`config.mk`:
```
export PLATFORM = sky130hd
export DESIGN_NAME = aclk_alarm_writer
export DESIGN_NICKNAME = d
export VERILOG_FILES = /design/src/rtl/aclk_alarm_writer.sv
export SDC_FILE = /design/constraint.sdc
export NUM_CORES = 1
export LEC_CHECK = 0
export ABC_AREA = 1
export BUFFER_PORTS_ARGS = -buffer_cell sky130_fd_sc_hd__buf_2
export CORE_MARGIN = 2
export CORE_UTILIZATION = 55
export CTS_CLUSTER_SIZE = 8
export DETAILED_ROUTE_END_ITERATION = 16
export PLACE_DENSITY_LB_ADDON = 0.1
export SETUP_SLACK_MARGIN = 0.3
export SLEW_MARGIN = 25
export SYNTH_ARGS = -nofsm -noshare
export SYNTH_HDL_FRONTEND = slang
export SYNTH_SLANG_ARGS = --single-unit
export TNS_END_PERCENT = 30
```
`constraint.sdc`:
```
create_clock -name clk -period 2.7 [get_ports clk]
set_input_delay 0 -clock clk [delete_from_list [all_inputs] [get_ports clk]]
set_output_delay 0 -clock clk [all_outputs]
set_load 0.01 [all_outputs]
```
`src/rtl/aclk_alarm_writer.sv`:
```
// Keypad-side writer for the alarm register: collects HH:MM digits, validates as 24-hour time, strobes load_new_a on ALARM.
// Latency: ALARM at edge N -> load_new_a high after edge N+2; keys dropped while busy. Optional idle abort: ACLK_ENTRY_TIMEOUT_EN.
module aclk_alarm_writer #(
    parameter int TIMEOUT_CYCLES = 1000
) (
    input  logic       clk,
    input  logic       reset,
    input  logic       key_valid,
    input  logic [3:0] key_code,
    output logic [3:0] new_alarm_ms_hr,
    output logic [3:0] new_alarm_ls_hr,
    output logic [3:0] new_alarm_ms_min,
    output logic [3:0] new_alarm_ls_min,
    output logic       load_new_a,
    output logic       busy,
    output logic       entry_err,
    output logic       timeout
);

    typedef enum logic [1:0] {IDLE, ENTRY, CHECK, LOAD} state_t;

    localparam logic [3:0] KEY_ALARM  = 4'hA;
    localparam logic [3:0] KEY_CANCEL = 4'hC;
    localparam int         TMR_W      = $clog2(TIMEOUT_CYCLES + 1);

    state_t     state;
    logic [2:0] count;
    logic       is_digit;
    logic       time_ok;

    assign is_digit = (key_code <= 4'd9);

    assign time_ok = (new_alarm_ms_hr <= 4'd2)
                  && !((new_alarm_ms_hr == 4'd2) && (new_alarm_ls_hr > 4'd3))
                  && (new_alarm_ms_min <= 4'd5)
                  && (new_alarm_ls_min <= 4'd9);

`ifdef ACLK_ENTRY_TIMEOUT_EN
    logic [TMR_W-1:0] timer;
`else
    logic [TMR_W-1:0] unused_cfg;
    assign unused_cfg = TMR_W'(TIMEOUT_CYCLES);
    assign timeout    = 1'b0;
`endif

    always_ff @(posedge clk) begin
        if (reset) begin
            state            <= IDLE;
            count            <= 3'd0;
            new_alarm_ms_hr  <= 4'h0;
            new_alarm_ls_hr  <= 4'h0;
            new_alarm_ms_min <= 4'h0;
            new_alarm_ls_min <= 4'h0;
            load_new_a       <= 1'b0;
            busy             <= 1'b0;
            entry_err        <= 1'b0;
`ifdef ACLK_ENTRY_TIMEOUT_EN
            timer            <= '0;
            timeout          <= 1'b0;
`endif
        end else begin
            load_new_a <= 1'b0;
            entry_err  <= 1'b0;
`ifdef ACLK_ENTRY_TIMEOUT_EN
            timeout    <= 1'b0;
            timer      <= '0;
`endif
            case (state)
                IDLE: begin
                    if (key_valid && is_digit) begin
                        new_alarm_ms_hr  <= 4'h0;
                        new_alarm_ls_hr  <= 4'h0;
                        new_alarm_ms_min <= 4'h0;
                        new_alarm_ls_min <= key_code;
                        count            <= 3'd1;
                        state            <= ENTRY;
                    end
                end
                ENTRY: begin
                    if (key_valid) begin
                        if (is_digit) begin
                            // Shift left so the display fills from the right like a calculator.
                            new_alarm_ms_hr  <= new_alarm_ls_hr;
                            new_alarm_ls_hr  <= new_alarm_ms_min;
                            new_alarm_ms_min <= new_alarm_ls_min;
                            new_alarm_ls_min <= key_code;
                            if (count != 3'd4)
                                count <= count + 3'd1;
                        end else if (key_code == KEY_ALARM) begin
                            if (count == 3'd4) begin
                                state <= CHECK;
                                busy  <= 1'b1;
                            end else begin
                                entry_err        <= 1'b1;
                                new_alarm_ms_hr  <= 4'h0;
                                new_alarm_ls_hr  <= 4'h0;
                                new_alarm_ms_min <= 4'h0;
                                new_alarm_ls_min <= 4'h0;
                                count            <= 3'd0;
                                state            <= IDLE;
                            end
                        end else if (key_code == KEY_CANCEL) begin
                            new_alarm_ms_hr  <= 4'h0;
                            new_alarm_ls_hr  <= 4'h0;
                            new_alarm_ms_min <= 4'h0;
                            new_alarm_ls_min <= 4'h0;
                            count            <= 3'd0;
                            state            <= IDLE;
                        end
`ifdef ACLK_ENTRY_TIMEOUT_EN
                    end else if (timer == TMR_W'(TIMEOUT_CYCLES - 1)) begin
                        timeout          <= 1'b1;
                        new_alarm_ms_hr  <= 4'h0;
                        new_alarm_ls_hr  <= 4'h0;
                        new_alarm_ms_min <= 4'h0;
                        new_alarm_ls_min <= 4'h0;
                        count            <= 3'd0;
                        state            <= IDLE;
                    end else begin
                        timer <= timer + 1'b1;
`endif
                    end
                end
                CHECK: begin
                    if (time_ok) begin
                        state <= LOAD;
                    end else begin
                        entry_err        <= 1'b1;
                        busy             <= 1'b0;
                        new_alarm_ms_hr  <= 4'h0;
                        new_alarm_ls_hr  <= 4'h0;
                        new_alarm_ms_min <= 4'h0;
                        new_alarm_ls_min <= 4'h0;
                        count            <= 3'd0;
                        state            <= IDLE;
                    end
                end
                LOAD: begin
                    // Buffer is left intact so the display keeps showing the committed alarm.
                    load_new_a <= 1'b1;
                    busy       <= 1'b0;
                    count      <= 3'd0;
                    state      <= IDLE;
                end
                default: state <= IDLE;
            endcase
        end
    end

endmodule

```
Word-level counts from Yosys, hierarchy flattened
Cells that the tools add are included.

cells by class
  reductions and logical operators = 13
  equal/unequal tests = 18
  magnitude comparators = 5
  add/sub/neg operators = 1
  mux-type cells = 48

operators by type and width
  cell                                                                             number
  4-bit two-way mux                                                                14
  4-bit one-hot mux with 3 select lines                                            4
  3-bit two-way mux                                                                8
  6-bit AND reduction                                                              3
  2-bit two-way mux                                                                7
  2-bit inequality test, second input constant                                     6
  3-bit one-hot mux with 4 select lines                                            1
  1-bit two-way mux                                                                11
  3-bit inequality test, second input constant                                     3
  4-bit == test, second input constant                                             2
  4-bit <= comparator, second input constant                                       2
  4-bit inequality test, second input constant                                     2
  2-bit one-hot mux with 4 select lines                                            1
  3-bit nonzero test                                                               2
  1-bit logical AND                                                                5
  2-bit == test, second input constant                                             2
  4-bit by 2-bit == test with 1-bit output, second input constant                  1
  4-bit by 2-bit greater-than comparator with 1-bit output, second input constant  1
  4-bit by 2-bit <= comparator with 1-bit output, second input constant            1
  4-bit by 3-bit <= comparator with 1-bit output, second input constant            1
  4-bit AND reduction                                                              1
  3-bit by 1-bit adder with 3-bit output, second input constant                    1
  3-bit == test, second input constant                                             1
  1-bit one-hot mux with 3 select lines                                            1
  4 further kinds                                                                  4

word-level totals
  input port bits = 7
  logic and storage cells = 94
  register bits = 24

Longest topological paths before layout
Gate-level depths: netlist (run 1).

  depth after elaboration = 8
  gate-level depth with buffers = 11
  gate-level depth less buffers = 11

Worst setup path before layout (run 1)
Ideal clock, no wire load.

  kind = flip-flop to flip-flop
  start point = register state[0]
  end point = register new_alarm_ls_min[1]
  stages on the path, launching flop included = 12
  arrival = 1,638 ps
  setup slack = 951 ps
  setup time = 112 ps
  cells stage by stage = dfxtp_1 inv_1 ha_1 inv_1 or2_1 nand2_2 nand3_4 nor2_8 buf_12 nand2_2 nand2_1 nor2_2

on the way
  cells in the longest elaborated chain, start to end = 3
  elaborated cells between the ends (all ways) = 11
  classes of those cells = eq/ne (7); mux (1); reduce/logical (3)

RTL lines
  item                                                              line  source
  start: declaration                                                26    state_t state;
  start signal: assignment                                          48    state <= IDLE;
  start signal: assignment                                          76    state <= ENTRY;
  start signal: assignment                                          91    state <= CHECK;
  2-bit by 1-bit == test with 1-bit output (tied with other cells)  68    case (state)
  4-bit inequality test (no line) (tied with other cells)           --
  6-bit AND reduction (no line)                                     --
  end signal: assignment                                            74    new_alarm_ls_min <= key_code;
  end signal: assignment                                            86    new_alarm_ls_min <= key_code;
  end: declaration                                                  13    output logic [3:0] new_alarm_ls_min,

Parallel ways exist; a longest one is shown, timed or not.
A chain may end at the register's enable or synchronous reset.

Worst setup path after layout (run 1)
  start point = register state[0]
  end point = register new_alarm_ls_min[0]

The elaborated chain is that of the path after synthesis.

==> results of run 1 <==
[power groups by stage]
| stage | registers, uW | clock network, uW | logic (uW) |
|---|---|---|---|
| floorplan | 693 | 0 | 1140 |
| finish | 642 | 265 | 1380 |
| CTS | 646 | 273 | 1390 |
| detailed placement | 656 | 0 | 1380 |
| global route | 666 | 286 | 1560 |
| global placement | 651 | 0 | 1370 |
[cell families (layout without fill, tap and decap cells)]
| kind of cell | Yosys count | in the layout |
|---|---|---|
| AND/OR/NAND/NOR | 141 | 141 |
| AO/OA/AOI/OAI | 16 | 16 |
| buffers and inverters | 28 | 52 |
| other | 1 | 1 |
| flip-flops | 24 | 24 |
| adder cells (fa/ha/maj) | 7 | 7 |
[layer usage]
| metal | up-vias | global-route usage | wire [um] |
|---|---|---|---|
| met4 | 0 | 0.0510 | 35 |
| met3 | 5 | 0.0276 | 76 |
| met5 | - | 0 | 0 |
| met1 | 557 | 0.241 | 1450 |
| li1 | 711 | - | - |
| met2 | 17 | 0.297 | 1210 |
[sequential cells by signal (all words and copies together), names as in the netlist]
name              cells
new_alarm_ls_hr       4
new_alarm_ls_min      4
new_alarm_ms_hr       4
new_alarm_ms_min      4
count                 3
state                 2
busy                  1
entry_err             1
load_new_a            1
[synthesized netlist by cell type]
master / count / area share
sky130_fd_sc_hd__or2_1: 1 / 0.0041
sky130_fd_sc_hd__clkbuf_1: 1 / 0.0025
sky130_fd_sc_hd__clkbuf_4: 1 / 0.0049
sky130_fd_sc_hd__ha_1: 7 / 0.058
sky130_fd_sc_hd__nor2_4: 1 / 0.0074
sky130_fd_sc_hd__o21ai_1: 2 / 0.0066
sky130_fd_sc_hd__nand2_2: 8 / 0.033
sky130_fd_sc_hd__a21oi_2: 1 / 0.0058
sky130_fd_sc_hd__nand3_4: 1 / 0.012
sky130_fd_sc_hd__nand2_1: 65 / 0.16
sky130_fd_sc_hd__nand2_4: 2 / 0.015
sky130_fd_sc_hd__nor2_2: 29 / 0.12
sky130_fd_sc_hd__inv_1: 18 / 0.044
sky130_fd_sc_hd__dfxtp_1: 24 / 0.32
sky130_fd_sc_hd__nand3_2: 2 / 0.013
sky130_fd_sc_hd__nand4_1: 3 / 0.012
sky130_fd_sc_hd__o21bai_1: 1 / 0.0049
sky130_fd_sc_hd__nor2_8: 1 / 0.013
sky130_fd_sc_hd__nand3_1: 6 / 0.020
sky130_fd_sc_hd__inv_2: 4 / 0.0099
sky130_fd_sc_hd__conb_1: 1 / 0.0025
sky130_fd_sc_hd__nor2_1: 20 / 0.049
sky130_fd_sc_hd__o21a_1: 1 / 0.0049
sky130_fd_sc_hd__buf_2: 1 / 0.0033
sky130_fd_sc_hd__nor3_1: 2 / 0.0066
sky130_fd_sc_hd__a21oi_1: 6 / 0.020
sky130_fd_sc_hd__buf_12: 2 / 0.026
sky130_fd_sc_hd__buf_4: 1 / 0.0049
sky130_fd_sc_hd__a211oi_1: 2 / 0.0099
sky130_fd_sc_hd__o21ai_0: 3 / 0.0099
[layout make-up]
| class | count | area [sq um] |
|---|---|---|
| timing repair buffer | 26 | 135 |
| tap | 31 | 38.8 |
| clock inverter | 1 | 30.0 |
| sequential | 24 | 480 |
| multi-input combinational | 165 | 892 |
| clock buffer | 3 | 22.5 |
| fill | 242 | 1000 |
| inverter | 22 | 82.6 |
[worst max path at each step]
stage	to	slack, ns
after detailed placement	new_alarm_ls_min[0]$_SDFFE_PP0P_	0.65
after global routing	new_alarm_ms_hr[2]$_SDFFE_PP0P_	0.45
after CTS	new_alarm_ls_min[0]$_SDFFE_PP0P_	0.62
final	new_alarm_ls_min[0]$_SDFFE_PP0P_	0.63
after floorplan	new_alarm_ls_min[1]$_SDFFE_PP0P_	0.95
after global placement	new_alarm_ms_hr[0]$_SDFFE_PP0P_	0.70
[timing repair]
action	CTS	global route
buffers inserted	0	0
hold buffers	1	0
endpoints found under the hold margin	4	0
[worst min-delay path, stage by stage]
cell                       delay (ns)
sky130_fd_sc_hd__buf_2           0.13
sky130_fd_sc_hd__nand4_1         0.10
sky130_fd_sc_hd__a211oi_1        0.07
[per-stage QoR]
stage	total power, uW	util	hold WS (ns)
2_1_floorplan	1840	-	0.0691
3_3_place_gp	2020	0.603	0.234
3_5_place_dp	2030	0.603	0.226
4_1_cts	2310	0.626	0.00600
5_1_grt	2510	0.626	0.00807
6_report	2280	0.626	0.0166
==> metrics.log, run 1 <==
[metrics] Max Slew Vio Count: 0
[metrics] main combinational cell family by area after synthesis: simple AND/OR/NAND/NOR gates
[metrics] Max clock buf depth: 2
[metrics] complex-gate fraction of the synthesized area: 0.0618
[metrics] power per unit of standard cell area: 1360 mW/mm^2
[metrics] number of global-route vias before repair: 1108
[metrics] capture endpoint of the worst hold path: entry_err$_SDFF_PP0_
[metrics] critical path data required time: 2.94 ns
[metrics] final routed wirelength across all metal layers: 2770 um
[metrics] type of the worst min-delay path: in -> reg
[metrics] drt pass-1 iters: 4
[metrics] maximum clock frequency: 483 MHz
[metrics] number of cells in the finished layout apart from fillers: 272
[metrics] switching power: 1110 uW
[metrics] chain of cells forming the critical path: inv_1 -> ha_1 -> inv_1 -> or2_1 -> nand2_2 -> nand3_4 -> nor2_8 -> nand2_1 -> nand2_1 -> nor2_2
[metrics] clock tree from TritonCTS: built
[metrics] cell family with the largest share of critical-path delay: simple AND/OR/NAND/NOR gates
[metrics] launching element of the worst setup path: state[0]$_SDFFE_PP0P_
[metrics] dpl cells: 267
[metrics] critical path's largest stage delay: 0.44 ns
[metrics] Die Span X: 56.6 um
[metrics] Max Fanout on Critical Path: 28
[metrics] CTS root buf: sky130_fd_sc_hd__clkbuf_4
[metrics] Syn Nets: 231
[metrics] Routed WL per cell: 10.2 um
[metrics] category of the worst setup path capture point: flip-flop
[metrics] share of total power in sequential cells: 0.281
[metrics] aggregate negative setup slack: 0 ns
[metrics] global placer's final weighted congestion: 0.764
[metrics] die span in y: 56.6 um
[metrics] Static Leakage: 0.000818 uW
[metrics] detail-routed via count per cell: 4.74
[metrics] final worst-path setup slack: 0.631 ns
[metrics] Cell Int Power: 1170 uW
[metrics] number of buffer and inverter stages on the critical path: 2
[metrics] wire length of the first global-routing pass: 4610 um
[metrics] effective utilization at floorplan: 0.565
[metrics] register area share after synthesis: 0.316
[metrics] Seq cells post-synth: 24
[metrics] most frequent cells in the layout: sky130_fd_sc_hd__nand2_1 (65), sky130_fd_sc_hd__nor2_2 (29), sky130_fd_sc_hd__buf_2 (25), sky130_fd_sc_hd__dfxtp_1 (24), sky130_fd_sc_hd__nor2_1 (20)
[metrics] growth of design area from synthesis to finish: 10.7%
[metrics] number of max-capacitance violations reported: 0
[metrics] synthesized instance count: 217
[metrics] multiplexer area fraction after synthesis: 0
[metrics] xor/xnor share of the synthesized area: 0
[metrics] ratio of cells with drive above 1 in the final layout: 0.324
[metrics] DRC violation count after routing: 0
[metrics] count of input and output buffers: 25
[metrics] Yosys warning total: 0
[metrics] Synth cell types: 30
[metrics] Detailed Place HPWL: 2080 um
[metrics] core area: 0.00269 sq mm
[metrics] number of placement rows: 19
[metrics] worst flop-to-flop path startpoint: state[0]$_SDFFE_PP0P_
[metrics] initial antenna violation count: 0
[metrics] endpoint of the most critical register-to-register path: new_alarm_ls_min[0]$_SDFFE_PP0P_
[metrics] Final Hold Violating Endpoints: 0
[metrics] relative max-transition margin: 0.577
[metrics] post-place instance area: 0.00162 sq mm
[metrics] total I/O pin count: 27
[metrics] depth of the CTS H-tree: 1
[metrics] worst hold path depth: 3
[metrics] slew of the pin with the lowest slew margin: 0.634 ns
[metrics] total standard cell area after synthesis: 0.00152 sq mm
[metrics] Min Clock Period, post-route: 2.07 ns
[metrics] startpoint of the most critical hold path: key_valid
[metrics] Post-CTS Resized: 0
[metrics] count of endpoints failing setup in the final report: 0
[metrics] register-to-register setup slack: 0.63 ns
[metrics] commonest non-fill, non-tap cell in the layout: sky130_fd_sc_hd__nand2_1
[metrics] kind of start point of the critical path: flip-flop
[metrics] post-route cell area: 0.00168 sq mm
[metrics] Synth Area in Adders: 0.0577
[metrics] average cell area after synthesis: 7.00 sq um
[metrics] Final #Nets: 256
[metrics] cell with the largest stage delay on the worst path: sky130_fd_sc_hd__nor2_8
[metrics] number of buffers inserted during clock tree synthesis: 3
[metrics] worst-case setup slack after placement: 0.650 ns
[metrics] later-pin clock latency in the skew report: 0.32 ns
[metrics] antenna diode count: 0
[metrics] iteration-0 DRC count of the detailed router: 38
[metrics] outcome: complete, no violations
[metrics] switching portion of total power: 0.486
[metrics] total vias in the final route: 1290
[metrics] critical path data arrival time: 2.31 ns
[metrics] Critical Path Stages: 10
[metrics] antenna viol nets, final: 0
[metrics] setup repair after global routing missed its margin: false
[metrics] combinational fraction of design power: 0.603
[metrics] clk sinks: 24
[metrics] kind of critical path: reg -> reg
[metrics] gr ovfl total: 0
[metrics] post-synthesis share of cell area spent on and, or, nand and nor gates: 0.465
[metrics] CTS clk-pin slew, worst paths: 0.14 ns
[metrics] fin crit share: 0.766
[metrics] total die area: 0.00320 sq mm
[metrics] Peak supply drop: 0.817 mV
[metrics] clock power share: 0.116
[metrics] setup clock skew after layout: 0.00298 ns
[metrics] count of cells along the worst register-to-register path: 10
[metrics] maximum number of pins on one net before global-route repair: 29
[metrics] overall routing resource usage: 0.179
Note: power is estimated with default switching activity, not from simulation.
==> run 2: changes to the inputs <==
--- a/config.mk
+++ b/config.mk
@@ -8,7 +8,7 @@
 export ABC_AREA = 1
 export BUFFER_PORTS_ARGS = -buffer_cell sky130_fd_sc_hd__buf_2
 export CORE_MARGIN = 2
-export CORE_UTILIZATION = 55
+export CORE_UTILIZATION = 50
 export CTS_CLUSTER_SIZE = 8
 export DETAILED_ROUTE_END_ITERATION = 16
 export PLACE_DENSITY_LB_ADDON = 0.1
==> constraint.sdc (replaced) <==
create_clock -name clk -period 1.85 [get_ports clk]
set_input_delay 0 -clock clk [delete_from_list [all_inputs] [get_ports clk]]
set_output_delay 0 -clock clk [all_outputs]
set_load 0.01 [all_outputs]
==> metrics.log, run 2 (synthesis gave the netlist of run 1 again) <==
[metrics] outcome: complete, no violations
[metrics] detail-routed via count per cell: 4.95
[metrics] iteration-0 DRC count of the detailed router: 62
[metrics] Peak supply drop: 1.05 mV
[metrics] later-pin clock latency in the skew report: 0.32 ns
[metrics] gr ovfl total: 0
[metrics] number of cells in the finished layout apart from fillers: 282
[metrics] clk sinks: 24
[metrics] antenna viol nets, final: 0
[metrics] ratio of cells with drive above 1 in the final layout: 0.386
[metrics] antenna diode count: 0
[metrics] endpoint of the most critical register-to-register path: new_alarm_ms_hr[0]$_SDFFE_PP0P_
[metrics] slew of the pin with the lowest slew margin: 0.635 ns
[metrics] launching element of the worst setup path: state[1]$_SDFFE_PP0P_
[metrics] total die area: 0.00349 sq mm
[metrics] core area: 0.00283 sq mm
[metrics] aggregate negative setup slack: 0 ns
[metrics] cell with the largest stage delay on the worst path: sky130_fd_sc_hd__dfxtp_2
[metrics] Routed WL per cell: 11.7 um
[metrics] setup clock skew after layout: 0.00106 ns
[metrics] CTS clk-pin slew, worst paths: 0.14 ns
[metrics] Static Leakage: 0.000884 uW
[metrics] power per unit of standard cell area: 2090 mW/mm^2
[metrics] worst-case setup slack after placement: 0.142 ns
[metrics] critical path's largest stage delay: 0.37 ns
[metrics] met3 wire length: 171 um
[metrics] Met1 Wirelength: 1520 um
[metrics] DRC violation count after routing: 0
[metrics] Die Span X: 59.1 um
[metrics] category of the worst setup path capture point: flip-flop
[metrics] count of cells along the worst register-to-register path: 11
[metrics] most frequent cells in the layout: sky130_fd_sc_hd__nand2_1 (62), sky130_fd_sc_hd__nor2_2 (29), sky130_fd_sc_hd__buf_2 (25), sky130_fd_sc_hd__dfxtp_1 (22), sky130_fd_sc_hd__nor2_1 (20)
[metrics] fin crit share: 0.934
[metrics] number of buffers inserted during clock tree synthesis: 3
[metrics] number of placement rows: 19
[metrics] wire length of the first global-routing pass: 5150 um
[metrics] CTS root buf: sky130_fd_sc_hd__clkbuf_4
[metrics] global placer's final weighted congestion: 0.891
[metrics] dpl cells: 268
[metrics] kind of start point of the critical path: flip-flop
[metrics] depth of the CTS H-tree: 1
[metrics] final worst-path setup slack: 0.123 ns
[metrics] setup repair after global routing missed its margin: true
[metrics] Final Hold Violating Endpoints: 0
[metrics] Detailed Place HPWL: 2130 um
[metrics] kind of critical path: reg -> reg
[metrics] initial antenna violation count: 0
[metrics] relative max-transition margin: 0.576
[metrics] Min Clock Period, post-route: 1.73 ns
[metrics] type of the worst min-delay path: in -> reg
[metrics] Max Slew Vio Count: 0
[metrics] growth of design area from synthesis to finish: 20.9%
[metrics] total vias in the final route: 1395
[metrics] count of endpoints failing setup in the final report: 0
[metrics] maximum number of pins on one net before global-route repair: 21
[metrics] effective utilization at floorplan: 0.537
[metrics] post-layout total power: 3850 uW
[metrics] critical path data arrival time: 1.97 ns
[metrics] overall routing resource usage: 0.190
[metrics] final routed wirelength across all metal layers: 3300 um
[metrics] met2 WL: 1580 um
[metrics] drt pass-1 iters: 4
[metrics] commonest non-fill, non-tap cell in the layout: sky130_fd_sc_hd__nand2_1
[metrics] total I/O pin count: 27
[metrics] critical path endpoint: new_alarm_ms_hr[0]$_SDFFE_PP0P_
[metrics] clock tree from TritonCTS: built
[metrics] maximum clock frequency: 579 MHz
[metrics] critical path data required time: 2.09 ns
[metrics] Final #Nets: 266
[metrics] count of input and output buffers: 25
[metrics] number of max-capacitance violations reported: 0
[metrics] worst flop-to-flop path startpoint: state[1]$_SDFFE_PP0P_
[metrics] Max clock buf depth: 2
[metrics] Worst Hold Margin: 0.0401 ns
[metrics] number of global-route vias before repair: 1181
[metrics] highest layer used for signal routing: met4
[metrics] chain of cells forming the critical path: inv_2 -> ha_4 -> inv_2 -> or2_1 -> nand2_2 -> nand3_4 -> nor2_8 -> clkbuf_16 -> nand2_1 -> nand2_1 -> nor2_2
[metrics] Max Fanout on Critical Path: 7
[metrics] register-to-register setup slack: 0.12 ns
[metrics] die span in y: 59.1 um
run 2: changes by cell type in the layout (fill, tap and decap cells not counted), sizes merged:
| cell | delta |
|---|---|
| dlygate4sd3 | +1 |
| clkbuf | +1 |
| buf | +8 |
run 2: worst min path at each step:
stage	startpoint	end	slack (ns)	cells after the start
2_1_floorplan	reset	busy$_SDFFE_PP0P_	0.07	1
3_3_place_gp	reset	busy$_SDFFE_PP0P_	0.23	2
3_5_place_dp	reset	load_new_a$_SDFF_PP0_	0.23	2
4_1_cts	key_valid	entry_err$_SDFF_PP0_	0.005	3
5_1_grt	key_code[1]	new_alarm_ls_min[1]$_SDFFE_PP0P_	0.06	5
6_report	key_code[1]	new_alarm_ls_min[1]$_SDFFE_PP0P_	0.04	5
run 2: timing repair:
action,CTS,global route
setup endpoints to repair,18,21
endpoints found under the hold margin,4,1
hold buffers,1,1
pin swaps,0,0
cloned,1,1
setup buffers,2,4
gates resized for setup,2,4
run 2: critical path, delay by kind of cell (launching register included):
| kind | cells | cell delay [ns] |
|---|---|---|
| adder cells (fa/ha/maj) | 1 | 0.27 |
| buffers and inverters | 3 | 0.29 |
| flip-flops | 1 | 0.37 |
| AND/OR/NAND/NOR | 7 | 0.73 |
run 2: final cells by class:
| cell class | count | area (sq um) |
|---|---|---|
| multi-input cells | 165 | 915 |
| well taps | 31 | 38.8 |
| fillers | 247 | 992 |
| flip-flops and latches | 24 | 483 |
| clock buffers | 3 | 22.5 |
| repair buffers | 36 | 263 |
| clock inverters | 1 | 30.0 |
| inverters | 22 | 85.1 |
run 2: where the power goes:
| part | switching, uW | total (uW) | internal, uW |
|---|---|---|---|
| logic | 1430 | 2500 | 1080 |
| clock network | 171 | 390 | 219 |
| registers | 203 | 954 | 751 |
| total | 1800 | 3850 | 2050 |
run 2: routing by layer:
layer / track usage / up-vias
met4: 0.0584 / 0
li1: - / 734
met5: 0 / -
met1: 0.262 / 618
met2: 0.308 / 39
met3: 0.0262 / 4
run 2: metrics by stage:
| step | util | area [sq um] |
|---|---|---|
| after CTS | 0.623 | 1760 |
| after global routing | 0.649 | 1840 |
| after global placement | 0.585 | 1650 |
| after detailed placement | 0.585 | 1650 |
| after floorplan | - | 1530 |
| final | 0.649 | 1840 |
